$ cat src/rtl/xbar_sched_pkg.sv
// xbar_sched_pkg: beat field positions, port count and per-output FSM encoding for the crossbar scheduler
package xbar_sched_pkg;
  localparam int NPORT = 4;
  localparam int WIDTH = 15;
  localparam int VLD = 14;
  localparam int LAST = 13;
  localparam int DEST_HI = 12;
  localparam int DEST_LO = 11;
  localparam int SRC_HI = 9;
  localparam int SRC_LO = 8;
  localparam int PLD_HI = 7;
  localparam int PLD_LO = 0;
  typedef enum logic {ST_IDLE = 1'b0, ST_LOCK = 1'b1} state_t;
endpackage

$ cat src/rtl/xbar_sched_rr_arb4.sv
// rr_arb4: combinational 4-way round-robin pick, first requester at or above ptr wins
module rr_arb4 (
  input  logic [3:0] req,
  input  logic [1:0] ptr,
  output logic [3:0] gnt,
  output logic [1:0] idx
);
  logic [3:0] rot;
  logic [1:0] k;
  assign rot = ptr == 2'd0 ? req :
               ptr == 2'd1 ? {req[0], req[3:1]} :
               ptr == 2'd2 ? {req[1:0], req[3:2]} : {req[2:0], req[3]};
  assign k = rot[0] ? 2'd0 : rot[1] ? 2'd1 : rot[2] ? 2'd2 : 2'd3;
  assign idx = ptr + k;
  assign gnt = |req ? 4'b0001 << idx : 4'b0000;
endmodule

$ cat src/rtl/xbar_sched.sv
// xbar_sched: round-robin 4x4 crossbar scheduler with packet locking and registered output stage
module xbar_sched
  import xbar_sched_pkg::*;
(
  input  logic             clk,
  input  logic             rst,
  input  logic [WIDTH-1:0] iport0,
  input  logic [WIDTH-1:0] iport1,
  input  logic [WIDTH-1:0] iport2,
  input  logic [WIDTH-1:0] iport3,
  output logic [NPORT-1:0] in_ready,
  output logic [WIDTH-1:0] oport0,
  output logic [WIDTH-1:0] oport1,
  output logic [WIDTH-1:0] oport2,
  output logic [WIDTH-1:0] oport3,
  input  logic [NPORT-1:0] out_ready,
  output logic [NPORT-1:0] busy,
  output logic             proto_err
);
  logic [NPORT-1:0][WIDTH-1:0] ib, ob, ob_nx;
  logic [NPORT-1:0][NPORT-1:0] req, gnt;
  logic [NPORT-1:0][1:0] idx, ptr, ptr_nx, own, own_nx;
  logic [NPORT-1:0] st, st_nx, lkin, free, take;
  logic perr;
  assign ib = {iport3, iport2, iport1, iport0};
  assign {oport3, oport2, oport1, oport0} = ob;
  assign busy = st;
  // an input owning a locked output is barred from every other output
  always_comb begin
    lkin = '0;
    perr = 1'b0;
    for (int o = 0; o < NPORT; o++)
      if (st[o] == ST_LOCK) begin
        lkin[own[o]] = 1'b1;
        perr = perr | (ib[own[o]][VLD] & (ib[own[o]][DEST_HI:DEST_LO] != 2'(o)));
      end
  end
  always_comb begin
    req = '0;
    for (int o = 0; o < NPORT; o++)
      for (int i = 0; i < NPORT; i++)
        req[o][i] = ib[i][VLD] & (ib[i][DEST_HI:DEST_LO] == 2'(o)) &
                    (st[o] == ST_LOCK ? own[o] == 2'(i) : !lkin[i]);
  end
  for (genvar o = 0; o < NPORT; o++) begin : g_arb
    rr_arb4 u_arb (.req(req[o]), .ptr(ptr[o]), .gnt(gnt[o]), .idx(idx[o]));
  end
  always_comb begin
    in_ready = '0;
    free = '0;
    take = '0;
    st_nx = st;
    own_nx = own;
    ptr_nx = ptr;
    ob_nx = ob;
    for (int o = 0; o < NPORT; o++) begin
      free[o] = !ob[o][VLD] | out_ready[o];
      take[o] = free[o] & |req[o];
      in_ready = in_ready | (take[o] ? gnt[o] : 4'b0000);
      st_nx[o] = take[o] ? (ib[idx[o]][LAST] ? ST_IDLE : ST_LOCK) : st[o];
      own_nx[o] = take[o] & !ib[idx[o]][LAST] ? idx[o] : own[o];
      ptr_nx[o] = take[o] & ib[idx[o]][LAST] ? idx[o] + 2'd1 : ptr[o];
      ob_nx[o] = take[o] ? ib[idx[o]] : out_ready[o] ? '0 : ob[o];
    end
    in_ready = in_ready & {NPORT{rst}};
  end
  always_ff @(posedge clk or negedge rst)
    if (!rst) begin
      st <= '0;
      own <= '0;
      ptr <= '0;
      ob <= '0;
      proto_err <= 1'b0;
    end else begin
      st <= st_nx;
      own <= own_nx;
      ptr <= ptr_nx;
      ob <= ob_nx;
      proto_err <= proto_err | perr;
    end
endmodule

$ cat config.mk
export PLATFORM = sky130hd
export DESIGN_NAME = xbar_sched
export DESIGN_NICKNAME = d
export VERILOG_FILES = /design/src/rtl/xbar_sched_pkg.sv /design/src/rtl/xbar_sched_rr_arb4.sv /design/src/rtl/xbar_sched.sv
export SDC_FILE = /design/constraint.sdc
export NUM_CORES = 1
export LEC_CHECK = 0
export ABC_CLOCK_PERIOD_IN_PS = 13100
export CAP_MARGIN = 10
export CORE_ASPECT_RATIO = 0.9
export CORE_MARGIN = 2
export CORE_UTILIZATION = 53
export CTS_CLUSTER_SIZE = 40
export DETAILED_ROUTE_END_ITERATION = 10
export PLACE_DENSITY = 0.82
export SLEW_MARGIN = 25
export SYNTH_ARGS = -nofsm -noshare
export SYNTH_HDL_FRONTEND = slang
export SYNTH_SLANG_ARGS = --single-unit
$ cat constraint.sdc
create_clock -name clk -period 13.1 [get_ports clk]
set_clock_uncertainty 0.2 [all_clocks]
set_input_delay 1.965 -clock clk [delete_from_list [all_inputs] [get_ports clk]]
set_output_delay 1.965 -clock clk [all_outputs]
set_load 0.005 [all_outputs]
**Word level (Yosys, flattened, before mapping)**

Cells that the tools add are included.

- Order comparisons: 12
- Bitwise gates (word level): 63
- Add/sub/neg operators: 8
- Shifts and indexed selects: 4
- Muxes and demuxes: 92
- Multiply operators: 0
- Reductions and logical operators: 37
- Equal/unequal tests: 35
- Div/mod/pow operators: 0

Operators with widths:

| cell | number |
|---|---|
| $bmux 15 s2 | 8 |
| $mux 15 | 16 |
| $and 1x1->1 | 48 |
| $mux 4 | 12 |
| $eq 2x2->1 const B | 20 |
| $mux 3 | 12 |
| $mux 1 | 32 |
| $eq 2x1->1 const B | 12 |
| $logic_not 2->1 | 12 |
| $lt 2x3->1 const B | 8 |
| $or 4x4->4 | 6 |
| $mux 2 | 8 |
| $reduce_or 4->1 | 4 |
| $shl 1x2->4 const A | 4 |
| $logic_not 1->1 | 12 |
| $reduce_bool 2->1 | 5 |
| $add 2x1->2 const B | 4 |
| $add 2x2->2 | 4 |
| $demux 1 s2 | 4 |
| $ge 2x1->1 const B | 4 |
| $or 1x1->1 | 8 |
| $and 4x4->4 | 1 |
| $logic_and 1x1->1 | 4 |
| $ne 2x2->1 const B | 2 |
| $ne 2x1->1 const B | 1 |

- Bits in latches: 0
- Input bits: 66
- ROM bits: 0
- Logic and storage cells: 268
- Register bits: 81
- Memories: 0
- Bits in writable memories: 0

**Depth between registers and ports, before layout**

- Word-level depth: 28
- Depth in mapped cells: 18

**Modules after synthesis**

A second synthesis with hierarchy kept.

- Cells, all modules: 637
- Area, all modules: 6653.9 µm²

By module, submodules not included:

| module | seq. area each (µm²) | cells an instance | area an instance (µm²) | times used |
|---|---|---|---|---|
| xbar_sched | 2026.9 | 529 | 5728.0 | 1 |
| rr_arb4 | 0.0 | 27 | 231.5 | 4 |

**Least setup slack after synthesis**

No wires, ideal clock.

- Path kind: input -> output
- Start: input iport0[11]
- End: output in_ready[0]
- Data required time: 10935 ps
- Buffers on the path: 2
- Slack: 6155 ps
- Arrival: 4780 ps
- Stages: 14
- Cells stage by stage: inv_1 -> nor3_1 -> and2_1 -> nor3_1 -> a31oi_1 -> o221ai_1 -> a21o_1 -> ha_1 -> clkbuf_1 -> clkbuf_1 -> inv_1 -> ha_1 -> a22oi_1 -> a21boi_0

- Elaborated cells on any way between the ends: 64
- Classes of those cells: 4 x add/sub; 3 x eq/ne; 4 x shift; 32 x mux; 16 x bitwise; 5 x reduce/logical

RTL lines:

| what | RTL line | RTL |
|---|---|---|
| start: declaration | xbar_sched.sv:7 | `input logic [WIDTH-1:0] iport0,` |
| $eq 2x2->1 (*) | xbar_sched.sv:42 | `req[o][i] = ib[i][VLD] & (ib[i][DEST_HI:DEST_LO] == 2'(o)) &` |
| $and 1x1->1 (*) (2 in series) | xbar_sched.sv:42 |  |
| $mux 3 | xbar_sched_rr_arb4.sv:12 | `ptr == 2'd2 ? {req[1:0], req[3:2]} : {req[2:0], req[3]};` |
| $mux 3 | xbar_sched_rr_arb4.sv:11 | `ptr == 2'd1 ? {req[0], req[3:1]} :` |
| $mux 3 (*) | xbar_sched_rr_arb4.sv:10 | `assign rot = ptr == 2'd0 ? req :` |
| $mux 1 | xbar_sched_rr_arb4.sv:13 | `assign k = rot[0] ? 2'd0 : rot[1] ? 2'd1 : rot[2] ? 2'd2 : 2'd3;` |
| $mux 2 | xbar_sched_rr_arb4.sv:13 |  |
| $mux 2 (*) | xbar_sched_rr_arb4.sv:13 |  |
| $add 2x2->2 (*) | xbar_sched_rr_arb4.sv:14 | `assign idx = ptr + k;` |
| via g_arb[3].u_arb.idx[0] | xbar_sched_rr_arb4.sv:6 | `output logic [1:0] idx` |
| $shl 1x2->4 (*) | xbar_sched_rr_arb4.sv:15 | `assign gnt = \|req ? 4'b0001 << idx : 4'b0000;` |
| $mux 4 (*) | xbar_sched_rr_arb4.sv:15 |  |
| $mux 4 (*) | xbar_sched.sv:59 | `in_ready = in_ready \| (take[o] ? gnt[o] : 4'b0000);` |
| $or 4x4->4 (*) | xbar_sched.sv:59 |  |
| $and 4x4->4 (*) | xbar_sched.sv:65 | `in_ready = in_ready & {NPORT{rst}};` |
| end: declaration | xbar_sched.sv:11 | `output logic [NPORT-1:0] in_ready,` |

The timed path passes the listed nets; every way through them passes the cells marked *.

**Final worst setup path**

- Start: input iport3[12]
- End: output in_ready[2]

- Word-level cells in the longest chain between the ends: 16
- Elaborated cells on any way between the ends: 64
- Classes of those cells: 4 x add/sub; 3 x eq/ne; 4 x shift; 32 x mux; 16 x bitwise; 5 x reduce/logical

RTL lines:

| what | RTL line | RTL |
|---|---|---|
| start: declaration | xbar_sched.sv:10 | `input logic [WIDTH-1:0] iport3,` |
| $eq 2x1->1 or $logic_not 2->1 (tied branches) | xbar_sched.sv:42 |  |
| $and 1x1->1 (2 in series) | xbar_sched.sv:42 |  |
| $mux 3 (on tied branches) | xbar_sched_rr_arb4.sv:11, xbar_sched_rr_arb4.sv:12 |  |
| $mux 3 (on tied branches) | xbar_sched_rr_arb4.sv:10, xbar_sched_rr_arb4.sv:11 |  |
| $mux 1 or $mux 3 (tied branches) | xbar_sched_rr_arb4.sv:13, xbar_sched_rr_arb4.sv:10 |  |
| $mux 2 (2 in series) | xbar_sched_rr_arb4.sv:13 |  |
| $add 2x2->2 | xbar_sched_rr_arb4.sv:14 |  |
| $shl 1x2->4 | xbar_sched_rr_arb4.sv:15 |  |
| $mux 4 | xbar_sched_rr_arb4.sv:15 |  |
| $mux 4 | xbar_sched.sv:59 |  |
| $or 4x4->4 (2 in series) | xbar_sched.sv:59 |  |
| $or 4x4->4 (*) | xbar_sched.sv:59 |  |
| $and 4x4->4 (*) | xbar_sched.sv:65 |  |

Every way passes the cells marked *; elsewhere a longest branch is shown, timed or not.

==> reports/summary.txt <==
Status = completed
Share of layout cells above drive strength 1 = 11.7%
Period Utilization, post-route = 66.8%
Hold-critical path depth = 2
Worst hold path endpoint = proto_err$_DFF_PN0_
Seq. cell area = 2030 µm²
Post-CTS sizing = 0
RR Startpoint = own[5]$_DFFE_PN0P_
CP startpoint kind = input pin
Cells after DPL = 931
Grt met1 use = 53.3%
Hold buffers post-CTS = 0
Worst Tran Pin Value = 1.07 ns
Detail Placement HPWL = 18.2 mm
Endpoints failing hold = 0
HP Start = proto_err$_DFF_PN0_
Fin. max-slew vios = 0
Final Net Count = 857
Initial antenna violation count = 0
Via count = 6709
Top-count cell post-synth = dfrtp_1
Final setup viols = 0
CTS root buf = clkbuf_16
Synth Flop Type = dfrtp_1
RSZ-0062 raised after global routing = false
CTS tree = built
Non-Filler Instances = 946
Fillcell total = 942
# DRC = 0
Buffers on Ports = 134
Multi-input gate area = 4240 µm²
Max Cap Viol = 0
CP Max Fanout = 25
I/O Pins = 135
Peak VDD IR = 0.000388 V
Final instance area = 8240 µm²
GR peak layer = met1
Top cell type's share of synthesized area = 30.6%
Syn Area/Cell = 9.60 µm²
Placed Area = 7920 µm²
Core footprint = 12100 µm²
Clock buffer depth = 2
Cells after Synth = 690
First-pass GRT wire length = 36.6 mm
Grt ovf = 0
Mapped Nets = 765
Maximum number of pins on one net before global-route repair = 61
Final ANT Viol Nets = 0
DR vias/cell = 7.09
Setup crit end kind = output pin
R2R Path End = ptr[3]$_DFFE_PN0P_
Distinct cells, synth = 81
Die Ht = 110 µm
Post-CTS setup buffers = 0
Post-synthesis sequential area ratio = 30.6%
Min cycle time layout = 8.75 ns
Clk_lat worst skew = 0.36 ns
Leakage = 3.46 nW
Area growth syn-to-layout = 24.4%
Critical path class = in2out
Max Clk Rate = 0.114 GHz
Initial core utilization = 54.6%
Ant. Diodes = 0
CTS Buf Count = 9
Number of synthesized flops with an enable pin = 0
Worst R2R Path Depth = 12
R2R Setup Slk = 8.36 ns
H-tree levels = 3
M3 GR Usage = 10.4%
Drt pass-1 iters = 5
Routability cong. = 1.02
Synth warn = 0
Total global-route track usage = 36.5%
Worst hold path class = reg2reg
Die Wd = 122 µm
Critical Path AT = 6.59 ns
M2 GR Usage = 52.4%
Die Footprint = 13400 µm²
Worst path required time = 10.93 ns
Clock transition at path regs = 0.06 ns
Yosys top cell by area = dfrtp_1
Register bit total from synthesis = 81
DR iter-0 viols = 966
Post-Synthesis Cell Area = 6630 µm²
Setup TNS = 0 ns
Routed WL = 24.4 mm
Core Rows = 38
Slew headroom = 28.5%
Synth cell count leaders = dfrtp_1, mux2i_1, nand3_1
Synth area leaders = dfrtp_1, mux2i_1, mux4_2, nand3_1, mux2_2
Pwr Total = 0.00242 W
Ys async rst share = 100%
Power Density = 294 nW/µm²
CTS sink count = 81
DR WL/cell = 25.8 µm
Vias in the first global route = 6382
[routing by layer]
layer  share of wire, %  vias to the layer above
met2                 43                      480
li1                   -                     2842
met5                  0                        -
met4                1.8                        0
met3                 12                       58
met1                 43                     3329
[logic make-up (layout without fill, tap and decap cells)]
| logic type | Yosys count | count (layout) | synth area share, % |
|---|---|---|---|
| and+or+nand+nor | 220 | 220 | 18.5 |
| adders and majority gates | 9 | 9 | 1.70 |
| AOI/OAI and AO/OA | 179 | 179 | 21.0 |
| DFF | 81 | 81 | 30.6 |
| xor gates and xnor gates | 11 | 11 | 2.25 |
| muxes | 109 | 109 | 20.2 |
| buffers and inverters | 81 | 177 | 5.78 |
[area by class of cell]
| cell class | instances | share of cell area, % |
|---|---|---|
| sequential | 81 | 24.6 |
| multi-input combinational | 528 | 51.4 |
| timing repair buffer | 138 | 16.6 |
| tap | 160 | 2.43 |
| clock buffer | 11 | 2.95 |
| clock inverter | 4 | 0.941 |
| inverter | 24 | 1.09 |
[cell usage in the layout, fill, tap and decap left out, types with 14 or more instances in the layout]
| cell | count |
|---|---|
| clkdlybuf4s50_1 | 133 |
| nor2_1 | 14 |
| mux2_2 | 19 |
| mux2i_1 | 68 |
| o21ai_0 | 28 |
| nor3_1 | 20 |
| mux4_2 | 17 |
| o211ai_1 | 25 |
| nor2b_1 | 15 |
| nand3_1 | 61 |
| inv_1 | 24 |
| and3_1 | 16 |
| nand2_1 | 47 |
| dfrtp_1 | 81 |
| a21oi_1 | 16 |
[worst max-delay path, stage by stage]
cell and delay, ns:
clkdlybuf4s50_1 0.66, inv_1 0.22, a2111oi_2 0.50, nand3_1 0.13
o311ai_0 0.15, o31ai_1 0.13, nand3_1 0.12, ha_1 0.16
xor2_1 0.56, xor2_4 0.87, a22oi_1 0.20, a21boi_0 0.35
clkdlybuf4s50_1 0.57
[flip-flops by register name, indices dropped and copies added (netlist names)]
register,cells
oport0,15
oport1,15
oport2,15
oport3,15
own,8
ptr,8
busy,4
proto_err,1
[where the power goes]
part / total, W / switching [W] / internal [W]
clock network: 0.000279 / 0.000107 / 0.000172
registers: 0.000448 / 0.000116 / 0.000332
logic: 0.00170 / 0.000946 / 0.000751
[per-stage QoR]
stage	hold slack [ns]	utilization (%)	setup WS [ns]
after floorplan	0.268	-	6.15
after global placement	0.259	65.3	4.32
after detailed placement	0.280	65.3	4.14
after CTS	0.288	68.0	4.13
after global routing	0.302	68.0	4.07
final	0.288	68.0	4.35
[how the worst max path moves through the flow]
stage                          start          end  depth (start not counted)
after CTS                 iport0[11]  in_ready[1]                         18
after floorplan           iport0[11]  in_ready[0]                         14
after global routing      iport3[12]  in_ready[2]                         13
after global placement    iport0[11]  in_ready[1]                         18
final                     iport3[12]  in_ready[2]                         13
after detailed placement  iport0[11]  in_ready[1]                         18
No activity file was read; power rests on OpenSTA's default activity.
